File: src/rtl/dmem_pkg.sv
// Shared types and helpers for the data-memory port arbiter.
package dmem_pkg;

  localparam int WORD_W        = 32;
  localparam int DEFAULT_DEPTH = 8;
  localparam int MAX_AW        = 10;

  typedef enum logic {
    PORT_PIPE = 1'b0,
    PORT_DBG  = 1'b1
  } port_sel_e;

  typedef struct packed {
    logic [MAX_AW-1:0] idx;
    logic              err;
  } addr_chk_t;

  // Word index plus a combined misaligned/out-of-range flag for a byte address.
  function automatic addr_chk_t check_addr(input logic [31:0] addr, input int aw);
    addr_chk_t r;
    r.idx = addr[MAX_AW+1:2] & ~({MAX_AW{1'b1}} << aw);
    r.err = (addr[1:0] != 2'b00) || ((addr >> (aw + 2)) != 32'd0);
    return r;
  endfunction

endpackage

File: src/rtl/rr_arbiter2.sv
// Two-requester round-robin arbiter; the port not served last wins a conflict.
module rr_arbiter2
  import dmem_pkg::*;
(
  input  logic       clock,
  input  logic       reset,
  input  logic [1:0] req,
  output logic [1:0] gnt
);

  port_sel_e last_gnt_q;
  port_sel_e last_gnt_d;

  // Grant selection and last-winner bookkeeping; nothing is granted during reset.
  always_comb begin
    gnt        = 2'b00;
    last_gnt_d = last_gnt_q;
    if (!reset) begin
      if (req[0] && (!req[1] || (last_gnt_q == PORT_DBG))) begin
        gnt = 2'b01;
      end else if (req[1]) begin
        gnt = 2'b10;
      end
    end
    if (gnt[0]) begin
      last_gnt_d = PORT_PIPE;
    end else if (gnt[1]) begin
      last_gnt_d = PORT_DBG;
    end
  end

  // Last-winner register; reset favours the pipeline on the first conflict.
  always_ff @(posedge clock) begin
    if (reset) begin
      last_gnt_q <= PORT_DBG;
    end else begin
      last_gnt_q <= last_gnt_d;
    end
  end

endmodule

File: src/rtl/dmem_port_arbiter.sv
// Single-port data memory shared by the pipeline MEM stage and the debug port.
module dmem_port_arbiter
  import dmem_pkg::*;
#(
  parameter int DEPTH = DEFAULT_DEPTH,
  parameter int AW    = $clog2(DEPTH)
) (
  input  logic              clock,
  input  logic              reset,
  input  logic              p0_req,
  input  logic              p0_we,
  input  logic [31:0]       p0_addr,
  input  logic [WORD_W-1:0] p0_wdata,
  output logic              p0_gnt,
  output logic              p0_rvalid,
  output logic [WORD_W-1:0] p0_rdata,
  output logic              p0_err,
  input  logic              p1_req,
  input  logic              p1_we,
  input  logic [31:0]       p1_addr,
  input  logic [WORD_W-1:0] p1_wdata,
  output logic              p1_gnt,
  output logic              p1_rvalid,
  output logic [WORD_W-1:0] p1_rdata,
  output logic              p1_err
);

  logic [1:0]              gnt;
  logic                    acc_we;
  logic [31:0]             acc_addr;
  logic [WORD_W-1:0]       acc_wdata;
  addr_chk_t               chk;
  logic [AW-1:0]           acc_idx;
  logic                    wr_en;
  logic [WORD_W-1:0]       rd_word;
  logic                    unused_idx_hi;

  logic [WORD_W-1:0]       mem_q [DEPTH];
  logic [WORD_W-1:0]       mem_d [DEPTH];
  logic [1:0]              rvalid_q, rvalid_d;
  logic [1:0]              err_q, err_d;
  logic [1:0][WORD_W-1:0]  rdata_q, rdata_d;

  rr_arbiter2 u_arb (
    .clock (clock),
    .reset (reset),
    .req   ({p1_req, p0_req}),
    .gnt   (gnt)
  );

  // Route the winning port's request onto the single memory access path.
  always_comb begin
    acc_we    = p0_we;
    acc_addr  = p0_addr;
    acc_wdata = p0_wdata;
    if (gnt[1]) begin
      acc_we    = p1_we;
      acc_addr  = p1_addr;
      acc_wdata = p1_wdata;
    end
  end

  assign chk           = check_addr(acc_addr, AW);
  assign acc_idx       = chk.idx[AW-1:0];
  assign unused_idx_hi = ^(chk.idx >> AW);
  assign wr_en         = (|gnt) && acc_we && !chk.err;
  assign rd_word       = mem_q[acc_idx];

  // Next memory contents: only a granted, legal store changes a word.
  always_comb begin
    mem_d = mem_q;
    if (wr_en) begin
      mem_d[acc_idx] = acc_wdata;
    end
  end

  // Per-port responses: rvalid/err pulse, rdata holds until the next granted load.
  always_comb begin
    rvalid_d = 2'b00;
    err_d    = 2'b00;
    rdata_d  = rdata_q;
    for (int p = 0; p < 2; p++) begin
      if (gnt[p]) begin
        rvalid_d[p] = !acc_we;
        err_d[p]    = chk.err;
        if (!acc_we) begin
          rdata_d[p] = chk.err ? '0 : rd_word;
        end
      end
    end
  end

  // Memory array and response registers, all cleared by reset.
  always_ff @(posedge clock) begin
    if (reset) begin
      for (int i = 0; i < DEPTH; i++) begin
        mem_q[i] <= '0;
      end
      rvalid_q <= 2'b00;
      err_q    <= 2'b00;
      rdata_q  <= '0;
    end else begin
      mem_q    <= mem_d;
      rvalid_q <= rvalid_d;
      err_q    <= err_d;
      rdata_q  <= rdata_d;
    end
  end

  assign p0_gnt    = gnt[0];
  assign p1_gnt    = gnt[1];
  assign p0_rvalid = rvalid_q[0] && !reset;
  assign p1_rvalid = rvalid_q[1] && !reset;
  assign p0_err    = err_q[0] && !reset;
  assign p1_err    = err_q[1] && !reset;
  assign p0_rdata  = rdata_q[0];
  assign p1_rdata  = rdata_q[1];

endmodule

File: config.mk
export PLATFORM = sky130hd
export DESIGN_NAME = dmem_port_arbiter
export DESIGN_NICKNAME = d
export VERILOG_FILES = /design/src/rtl/dmem_pkg.sv /design/src/rtl/rr_arbiter2.sv /design/src/rtl/dmem_port_arbiter.sv
export SDC_FILE = /design/constraint.sdc
export NUM_CORES = 1
export LEC_CHECK = 0
export ABC_AREA = 1
export CORE_ASPECT_RATIO = 1.75
export CORE_UTILIZATION = 30
export DETAILED_ROUTE_END_ITERATION = 8
export MAX_ROUTING_LAYER = met4
export PLACE_DENSITY = 0.56
export SLEW_MARGIN = 20
export SYNTH_ARGS = -nofsm -noshare
export SYNTH_HDL_FRONTEND = slang
export SYNTH_SLANG_ARGS = --single-unit
File: constraint.sdc
create_clock -name clock -period 3.55 [get_ports clock]
set_input_delay 0.355 -clock clock [delete_from_list [all_inputs] [get_ports clock]]
set_output_delay 0.355 -clock clock [all_outputs]
set_load 0.05 [all_outputs]
==> summary.md, run 1 <==
| Metric | Value |
|---|---|
| # Max-Cap Violations | 0 |
| Mapped Nets | ~2.5k |
| Antenna Nets Post-Route | 0 |
| Hold Buf Count CTS | 0 |
| Metal-1 WL | about 23,000 um |
| Crit path launch type | flip-flop |
| FF-to-FF Start | u_arb.last_gnt_q |
| Setup TNS Final | 0 ps |
| Setup CP Type | flip-flop to output port |
| Top sig layer | met4 |
| Fillers | approximately 5.5k |
| PostCTS Resize Cnt | 0 |
| Critical path startpoint | u_arb.last_gnt_q |
| Worst hold margin | between 200 and 300 ps |
| Critical path arrival | about 2700 ps |
| CP endpoint kind | output port |
| Metal2 WL | between 20,000 and 30,000 um |
| Post-synthesis cell type count | 26 |
| Clock root cell | clkbuf_16 |
| P per Cell Area | approximately 440 nW/um2 |
| Clock Skew | between 10 and 15 ps |
| PortBufs | between 200 and 250 |
| Io pins | around 200 |
| First-pass detailed-route iteration total | 5 |
| # clock sinks | between 300 and 400 |
| Clock Latency Late Sink | approximately 580 ps |
| Initial Util | between 30% and 40% |
| Post-Syn Instances | 2,321 |
| Setup-failing EPs final | 0 |
| Via density | 5.298 |
| Worst EP required | 3190 ps |
| CTS max path bufs | 3 |
| YS warnings | 0 |
| DIE HEIGHT | between 300 and 400 um |
| Area contributors post-synth | dfxtp_1 (41%), nand2_1 (16%), nand4_1 (10%) |
| Yosys top cell by area | dfxtp_1 |
| Die X | approximately 180 um |
| Vias in the first global route | 15.43k |
| Peak supply drop | 0.3264 mV |
| CTS tree | done |
| Final hold violation count | 0 |
| Antenna cells | 0 |
| Post-route insts no fill | between 3k and 4k |
| Total GRT Usage | about a fifth |
| First-pass GRT wire length | around 88,000 um |
| First DRT Iteration DRCs | approximately 1.3k |
| Final worst path period need | about 3000 ps |
| Fmax achieved | between 300 and 400 MHz |
| Final Core Density | a little under two fifths |
| Number of setup buffers added after CTS | 0 |
| Worst-path clk slew | approximately 70 ps |
| Die area | between 50,000 and 60,000 um2 |
| Max FO, Critical Path | 22 |
| Largest net degree at the start of global routing | 103 |
| Worst Hold Class | primary input to flip-flop |
| Routed len/inst | around 18 um |
| RePlAce Congestion | between 0.8 and 0.9 |
| Critical path destination | p1_gnt |
| Placed Cells | between 3k and 4k |
| Slew at the pin with the worst max-slew slack | approximately 980 ps |
| Syn avg cell area | ~6.8 um2 |
| CTS Buf Count | 30 |
| FF-to-FF path depth | 8 |
| Top cell type's share of synthesized area | roughly two fifths |
| Register-to-register setup slack | just under 1000 ps |
| Final worst path period share | 86.20% |
| Static Leak | ~6.6 nW |
| Area Overhead vs Synth | 22.53% |
| Status | complete, no violations |
| Final nets | between 2k and 3k |
| Mapped Area | between 15,000 and 20,000 um2 |
| Met3 WL | approximately 3600 um |
| Unrepaired setup endpoints after global routing | false |
| Detailed placement HPWL | 35,770 um |
| Via Count | approximately 16k |
| Share of cells above drive strength 1 | between 6 and 7% |
| Routed WL | 57,260 um |
| DR DRC count | 0 |
| Register area share after synthesis | about two fifths |
| Reg-to-reg critical path endpoint | mem_q[52] |
| Initial antenna violation count | 0 |
| Core ar. | slightly above 50,000 um2 |
| Row count | 110 |
| GR Overflow Total | 0 |
| Final Max Slew Viols | 0 |
| Headroom to the max-slew limit | between 30 and 40% |
| H-tree level count | 1 |
| Yosys reg bits | about 330 |
==> kinds of logic (layout without fill, tap and decap cells) <==
logic type | Yosys count | in the layout | share of synthesized area (%)
DFF | 325 | 325 | 41.24
AOI/OAI and AO/OA | 323 | 323 | 10.30
and+or+nand+nor | 1371 | 1371 | 39.30
buffers and inverters | 302 | 416 | 9.161
==> Yosys cell counts <==
cell type and n:
buf_2 115, nor2_2 9, nand3b_1 26, buf_6 12, o21a_1 1, clkbuf_1 61
nor2_4 1, a21boi_1 1, nand2_4 2, nand2_1 666, nand3_2 1, a21oi_1 256
nor2_1 206, or2_2 1, nand3_1 196, buf_4 20, o211ai_1 1, inv_2 3
dfxtp_1 325, inv_1 85, nand4_1 259, inv_4 1, o21ai_0 64, nor3_1 1
nand2_2 3, buf_1 5
==> flip-flops by register name (all words and copies together) (netlist names) <==
name and flops:
err_q 2, mem_q 256, p0_rdata 32, p1_rdata 32, rvalid_q 2, u_arb.last_gnt_q 1
==> final cells by class <==
| type | instances | area, um2 | share of cell area, % |
|---|---|---|---|
| Tap cell | 672 | 840.8 | 4.350 |
| Sequential cell | 325 | 6506 | 33.66 |
| Clock inverter | 10 | 150.1 | 0.7768 |
| Timing Repair Buffer | 274 | 2729 | 14.12 |
| Multi-Input combinational cell | 1694 | 7865 | 40.69 |
| Inverter | 89 | 336.6 | 1.741 |
| Clock buffer | 43 | 900.9 | 4.661 |
==> cell usage in the layout, fill, tap and decap left out <==
| master | count |
|---|---|
| nand2_1 | 663 |
| dfxtp_1 | 325 |
| nand4_1 | 259 |
| a21oi_1 | 256 |
| nor2_1 | 203 |
| clkdlybuf4s50_1 | 202 |
| nand3_1 | 196 |
| inv_1 | 85 |
| o21ai_0 | 64 |
| buf_4 | 58 |
| clkbuf_16 | 31 |
| nand3b_1 | 26 |
| buf_12 | 13 |
| nor2_2 | 11 |
| clkbuf_8 | 8 |
| clkinv_2 | 6 |
| nand2_2 | 5 |
| bufinv_16 | 4 |
| clkbuf_1 | 4 |
| inv_2 | 3 |
| nor2_4 | 2 |
| nand2_4 | 2 |
| a21boi_1 | 1 |
| inv_4 | 1 |
| nor3_1 | 1 |
| or2_2 | 1 |
| nand2_8 | 1 |
| nand3_2 | 1 |
| o21a_4 | 1 |
| o211ai_1 | 1 |
| buf_6 | 1 |
==> metrics by stage <==
step	cell area [um2]	setup slack [ps]	power (mW)
after global placement	18260	525.9	5.012
after floorplan	15780	1730	4.518
final	19330	489.8	8.449
after global routing	19330	373.9	8.739
after CTS	19310	429.1	8.510
after detailed placement	18260	462.9	5.018
==> report_power, final <==
| part | total, mW | internal (mW) | switching [mW] |
|---|---|---|---|
| Combinational | 1.24 | 0.382 | 0.863 |
| Sequential | 3.70 | 3.68 | 0.0188 |
| Clock | 3.50 | 2.04 | 1.46 |
==> how the worst min path moves through the flow <==
| stage | start | endpoint | slack [ps] | depth (start not counted) |
|---|---|---|---|---|
| CTS | reset | mem_q[30] | 260 | 2 |
| finish | reset | mem_q[62] | 270 | 2 |
| floorplan | mem_q[192] | mem_q[192] | 430 | 2 |
| global route | reset | mem_q[147] | 290 | 2 |
| detailed placement | mem_q[219] | mem_q[219] | 450 | 2 |
| global placement | mem_q[209] | mem_q[209] | 440 | 2 |
==> worst max-delay path: stages (launching register included) <==
cell	delay [ps]
dfxtp_1	310
nand2_1	190
inv_2	70
nor2_4	180
buf_4	360
clkdlybuf4s50_1	1000
==> metal layers <==
metal  global-route usage [%]  vias to the layer above
li1                         -                     7975
met5                        -                        -
met2                    36.97                      619
met3                    2.313                      109
met1                    25.29                     7759
met4                    7.927                        0
(Power assumes the default switching activity.)
==> inputs of run 2 (changes only) <==
--- a/config.mk
+++ b/config.mk
@@ -8,6 +8,7 @@
 export ABC_AREA = 1
 export CORE_ASPECT_RATIO = 1.75
 export CORE_UTILIZATION = 30
+export CTS_BUF_LIST = sky130_fd_sc_hd__clkbuf_4
 export DETAILED_ROUTE_END_ITERATION = 8
 export MAX_ROUTING_LAYER = met4
 export PLACE_DENSITY = 0.56
==> run 2 against run 1 <==
Compared with the run above:
- sequential share of layout area rose by 0.068 points
- hold slack improved by 54 ps
- total power fell by 3.4%
==> summary.md, run 2 (synthesis gave the netlist of run 1 again) <==
| Metric | Value |
|---|---|
| RePlAce Congestion | between 0.8 and 0.9 |
| CP max stage cell | clkdlybuf4s50_1 |
| Largest net degree at the start of global routing | around 100 |
| Crit path launch type | primary input |
| Via density | roughly 5.3 |
| # Max-Cap Violations | 0 |
| Share of cells above drive strength 1 | under 10% |
| Worst Hold Class | primary input to flip-flop |
| CTS max path bufs | 3 |
| Final nets | approximately 2.6k |
| Final Max Slew Viols | 0 |
| Leading cell type in the layout, fill and taps excluded | nand2_1 |
| Design Power | 8.161 mW |
| Worst hold margin | 320.7 ps |
| Peak supply drop | roughly 0.2 mV |
| Largest Register | mem_q |
| CTS Buf Count | 79 |
| Die area | 53,540 um2 |
| Antenna Nets Post-Route | 0 |
| Max FO, Critical Path | 36 |
| CP Cell Sequence | dlygate4sd3_1 > buf_6 > inv_4 > buf_4 > nand2_1 > inv_2 > clkdlybuf4s50_1 |
| Unrepaired setup endpoints after global routing | false |
| DR DRC count | 0 |
| Slew at the pin with the worst max-slew slack | 1151 ps |
| PortBufs | just over 200 |
| Post-route insts no fill | 3,188 |
| Final worst path period share | 90.74% |
| Setup-failing EPs final | 0 |
| Dpl cell area | roughly 18,000 um2 |
| P per Cell Area | around 420 nW/um2 |
| WHS Path Cells | 3 |
| CTS tree | done |
| Clock Latency Late Sink | ~840 ps |
| GR Overflow Total | 0 |
| Row count | 110 |
| Max reg flops | between 200 and 300 |
| Status | complete, no violations |
| Routed WL | around 58,000 um |
| Io pins | 204 |
| Final Instance Area | 19,290 um2 |
| DIE HEIGHT | around 310 um |
| FF-to-FF Start | u_arb.last_gnt_q |
| Fillers | between 5k and 6k |
| Number of setup buffers added after CTS | 0 |
| Clock Skew | 48.13 ps |
| FF-to-FF path depth | 8 |
| Setup CP Type | primary input to output port |
| Die X | ~180 um |
| Static Leak | between 6 and 7 nW |
| CP bufs+invs | 6 |
| Setup TNS Final | 0 ps |
| Total GRT Usage | about 22% |
| Initial Util | a little under a third |
| Final hold violation count | 0 |
| Vias in the first global route | approximately 16k |
| First-pass GRT wire length | approximately 90,000 um |
| Worst-path clk slew | 60 ps |
| First DRT Iteration DRCs | between 1k and 1.5k |
| Final worst path period need | ~3200 ps |
| Register-to-register setup slack | 1000 ps |
| # clock sinks | 325 |
| Routed len/inst | 18.27 um |
| Detailed placement HPWL | approximately 36,000 um |
| Core ar. | between 50,000 and 60,000 um2 |
| CP endpoint kind | output port |
| Cell family with most CP delay | buffers and inverters |
| Initial antenna violation count | 1 |
| Fmax achieved | ~310 MHz |
| Worst EP required | ~3200 ps |
| Area Overhead vs Synth | 22.28% |
| Hold Path Sink | u_arb.last_gnt_q |
| Reg-to-reg critical path endpoint | mem_q[116] |
| Headroom to the max-slew limit | around a quarter |
| Hold path startpoint | p0_req |
| Via Count | around 17k |
| Placed Cells | a little over 3k |
| Clock root cell | clkbuf_4 |
| H-tree level count | 3 |
| Commonest cells after routing, fill and taps aside | nand2_1 (663), dfxtp_1 (325), nand4_1 (259) |
| First-pass detailed-route iteration total | 7 |
| Max incr delay on CP | ~820 ps |
| Critical path arrival | about 2900 ps |
run 2: cell count changes in the layout (fill, tap and decap cells not counted):
cell / change
clkbuf_4: +118
clkbuf_16: -31
clkbuf_8: -8
clkinv_1: +7
clkinv_2: -5
clkbuf_1: -4
inv_2: +3
bufinv_16: -2
clkdlybuf4s50_1: -1
clkinv_4: +1
diode_2: +1
dlygate4sd3_1: +1
dlymetal6s2s_1: +1
run 2: worst max-delay path by stage:
stage / from / to / slack (ps) / cells after the start
finish: reset / p0_gnt / 330 / 7
CTS: reset / p1_gnt / 10 / 7
detailed placement: reset / p1_gnt / 460 / 6
global route: reset / p0_gnt / 150 / 7
global placement: reset / p1_gnt / 530 / 6
floorplan: p0_req / p1_rdata[30] / 1730 / 11
run 2: where the power goes:
| group | switching [mW] | internal, mW | total, mW |
|---|---|---|---|
| combinational | 0.864 | 0.382 | 1.25 |
| sequential | 0.0188 | 3.68 | 3.70 |
| clock | 1.56 | 1.65 | 3.21 |
run 2: area by class of cell:
cell class              count  area [um2]  share of cell area (%)
inverters                  89       336.6                   1.745
clock inverters            14       111.4                  0.5773
flip-flops and latches    325        6506                   33.73
well taps                 672       840.8                   4.359
repair buffers            275        2741                   14.21
multi-input cells        1694        7865                   40.77
clock buffers             118       885.9                   4.592
diodes                      1       2.502                 0.01297
run 2: what timing repair did:
action	4_1_cts	5_1_grt
hold buffers	2	0
endpoints found under the setup margin	0	1
resized for setup	0	1
endpoints found under the hold margin	44	0
run 2: layer usage:
metal	vias to the layer above	part of all wire [%]	GRT usage (%)
met5	-	0	-
met4	0	3.3	9.565
met2	719	50	37.82
met3	126	7.5	4.017
li1	8127	-	-
met1	7826	39	24.79
run 2: worst min-delay path, cell delays in order:
cell,delay (ps)
clkdlybuf4s50_1,420
a21boi_1,140
o211ai_1,150
run 2: stage by stage:
stage | utilization [%] | worst slack (ps)
after floorplan | - | 1730
after global placement | 35.28 | 525.9
after detailed placement | 35.28 | 462.9
after CTS | 37.27 | 13.62
after global routing | 37.28 | 151.9
final | 37.28 | 328.8
==> inputs of run 3 (changes only) <==
==> constraint.sdc (replaced) <==
create_clock -name clock -period 3.51 [get_ports clock]
set_input_delay 0.351 -clock clock [delete_from_list [all_inputs] [get_ports clock]]
set_output_delay 0.351 -clock clock [all_outputs]
set_load 0.05 [all_outputs]
==> run 3 against run 2 <==
Compared with the run above:
- final area up 0.25%
- largest power group unchanged
- critical path depth unchanged
- total power grew 0.85%
- hold slack gained 5.3 ps
- register-to-register slack better by 70 ps
- global-route usage shrank 0.27 points
- clock power barely moved
- sequential power is 1% higher
- setup slack worse by 130 ps
==> summary.md, run 3 (synthesis gave the netlist of run 1 again) <==
| Metric | Value |
|---|---|
| Status | complete, no violations |
| Metal2 WL | ~28,000 um |
| Critical path arrival | 2960 ps |
| FF-to-FF path depth | 12 |
| Top sig layer | met4 |
| Max FO, Critical Path | 35 |
| CP max stage cell | clkdlybuf4s50_1 |
| Initial antenna violation count | 2 |
| Area Overhead vs Synth | 22.59% |
| Headroom to the max-slew limit | about 46% |
| Hold path startpoint | p0_req |
| Row count | 110 |
| Vias in the first global route | between 15k and 20k |
| CTS max path bufs | 3 |
| Share of cells above drive strength 1 | a little under a tenth |
| Cell family with most CP delay | buffers and inverters |
| GR Overflow Total | 0 |
| Metal-1 WL | about 23,000 um |
| FF-to-FF Start | u_arb.last_gnt_q |
| Pre-CTS setup slack | about 570 ps |
| CP endpoint kind | output port |
| Register-to-register setup slack | between 1000 and 1500 ps |
| Antenna Nets Post-Route | 0 |
| H-tree level count | 3 |
| DR DRC count | 0 |
| Setup TNS Final | 0 ps |
| Setup CP Type | primary input to output port |
| Final Core Density | around 37% |
| Via density | around 5.3 |
| Io pins | about 200 |
| Met3 WL | slightly below 4000 um |
| Largest net degree at the start of global routing | 256 |
| Final nets | around 2.6k |
| Clock Skew | approximately 37 ps |
| Final Max Slew Viols | 0 |
| First-pass detailed-route iteration total | 5 |
| Largest Register | mem_q |
| Worst-path clk slew | approximately 70 ps |
| Fmax achieved | around 300 MHz |
| # Max-Cap Violations | 0 |
| Max reg flops | 256 |
| Initial Util | ~30% |
| Worst EP required | roughly 3200 ps |
| Final worst path period need | about 3300 ps |
| Final hold violation count | 0 |
| Unrepaired setup endpoints after global routing | false |
| Crit path launch type | primary input |
| Final Instance Area | just under 20,000 um2 |
| Detailed placement HPWL | between 30,000 and 40,000 um |
| # clock sinks | roughly 330 |
| PostCTS Resize Cnt | 0 |
| Peak supply drop | around 0.22 mV |
| Hold Path Sink | u_arb.last_gnt_q |
| Setup-failing EPs final | 0 |
| Die X | 175.3 um |
| First DRT Iteration DRCs | 1,328 |
| Via Count | 16.81k |
| Die area | approximately 54,000 um2 |
| Leading cell type in the layout, fill and taps excluded | nand2_1 |
| Reg-to-reg critical path endpoint | mem_q[132] |
| Dpl cell area | between 15,000 and 20,000 um2 |
| Clock root cell | clkbuf_4 |
| Max incr delay on CP | 890 ps |
| PnR worst setup slack | between 150 and 200 ps |
| Hold Buf Count CTS | 1 |
| CP bufs+invs | 5 |
| PortBufs | just over 200 |
| Number of setup buffers added after CTS | 0 |
| Final worst path period share | 94.39% |
| Design Power | 8.230 mW |
| P per Cell Area | around 430 nW/um2 |
| Slew at the pin with the worst max-slew slack | about 810 ps |
| Core ar. | 51,750 um2 |
| Routed WL | around 58,000 um |
| CTS tree | done |
| Commonest cells after routing, fill and taps aside | nand2_1 (663), dfxtp_1 (325), nand4_1 (259) |
| Routed len/inst | 18.05 um |
| CTS Buf Count | between 70 and 80 |
| RePlAce Congestion | approximately 0.84 |
| Clock Latency Late Sink | ~800 ps |
| Static Leak | about 6.7 nW |
| CP Cell Sequence | dlygate4sd3_1 > buf_6 > inv_4 > nand2_1 > nor2_4 > buf_4 > clkdlybuf4s50_1 |
| Worst Hold Class | primary input to flip-flop |
| Total GRT Usage | a little over a fifth |
| WHS Path Cells | 3 |
| DIE HEIGHT | around 310 um |
| First-pass GRT wire length | slightly below 90,000 um |
==> run 3: cell types whose count changed in the layout (fill, tap and decap cells not counted), sizes merged <==
cell	change
clkdlybuf4s50	+1
clkinv	-1
clkinvlp	+1
clkbuf	+6
dlymetal6s2s	-1
diode	+2
bufinv	-1
buf	+4
inv	-1
==> run 3: worst min-delay path: cells and delay by family <==
family | cells | cell delay, ps
AOI/OAI and AO/OA | 2 | 300
buffers and inverters | 1 | 430
==> run 3: cell type report <==
cell class                      count  area (um2)
Clock buffer                      124       930.9
Clock inverter                     12       75.07
Inverter                           89       336.6
Antenna cell                        3       7.507
Timing Repair Buffer              279        2776
Fill cell                        5550       32410
Multi-Input combinational cell   1694        7865
Sequential cell                   325        6506
Tap cell                          672       840.8
==> run 3: layer usage <==
metal / global-route usage (%) / vias up
li1: - / 8124
met1: 24.48 / 7802
met2: 37.47 / 727
met3: 3.333 / 156
met4: 10.27 / 0
met5: - / -
==> run 3: worst max path at each step <==
stage / start / slack, ps / to / depth (start not counted)
after floorplan: p0_req / 1690 / p1_rdata[30] / 11
after global placement: p1_req / 590 / p1_gnt / 5
after detailed placement: p1_req / 570 / p1_gnt / 5
after CTS: reset / 150 / p1_gnt / 7
after global routing: reset / 50 / p1_gnt / 7
final: reset / 200 / p1_gnt / 7
==> run 3: report_power, final <==
group          leakage [nW]  total (mW)  switching (mW)  internal [mW]
registers              2.62        3.74          0.0184           3.72
clock network         0.606        3.22            1.55           1.66
logic                  3.50        1.27           0.875          0.394
==> run 3: through the flow <==
stage,instances,hold slack [ps]
2_1_floorplan,2321,434.0
3_3_place_gp,3057,443.6
3_5_place_dp,3057,446.9
4_1_cts,3194,270.0
5_1_grt,3198,376.2
6_report,3198,326.1
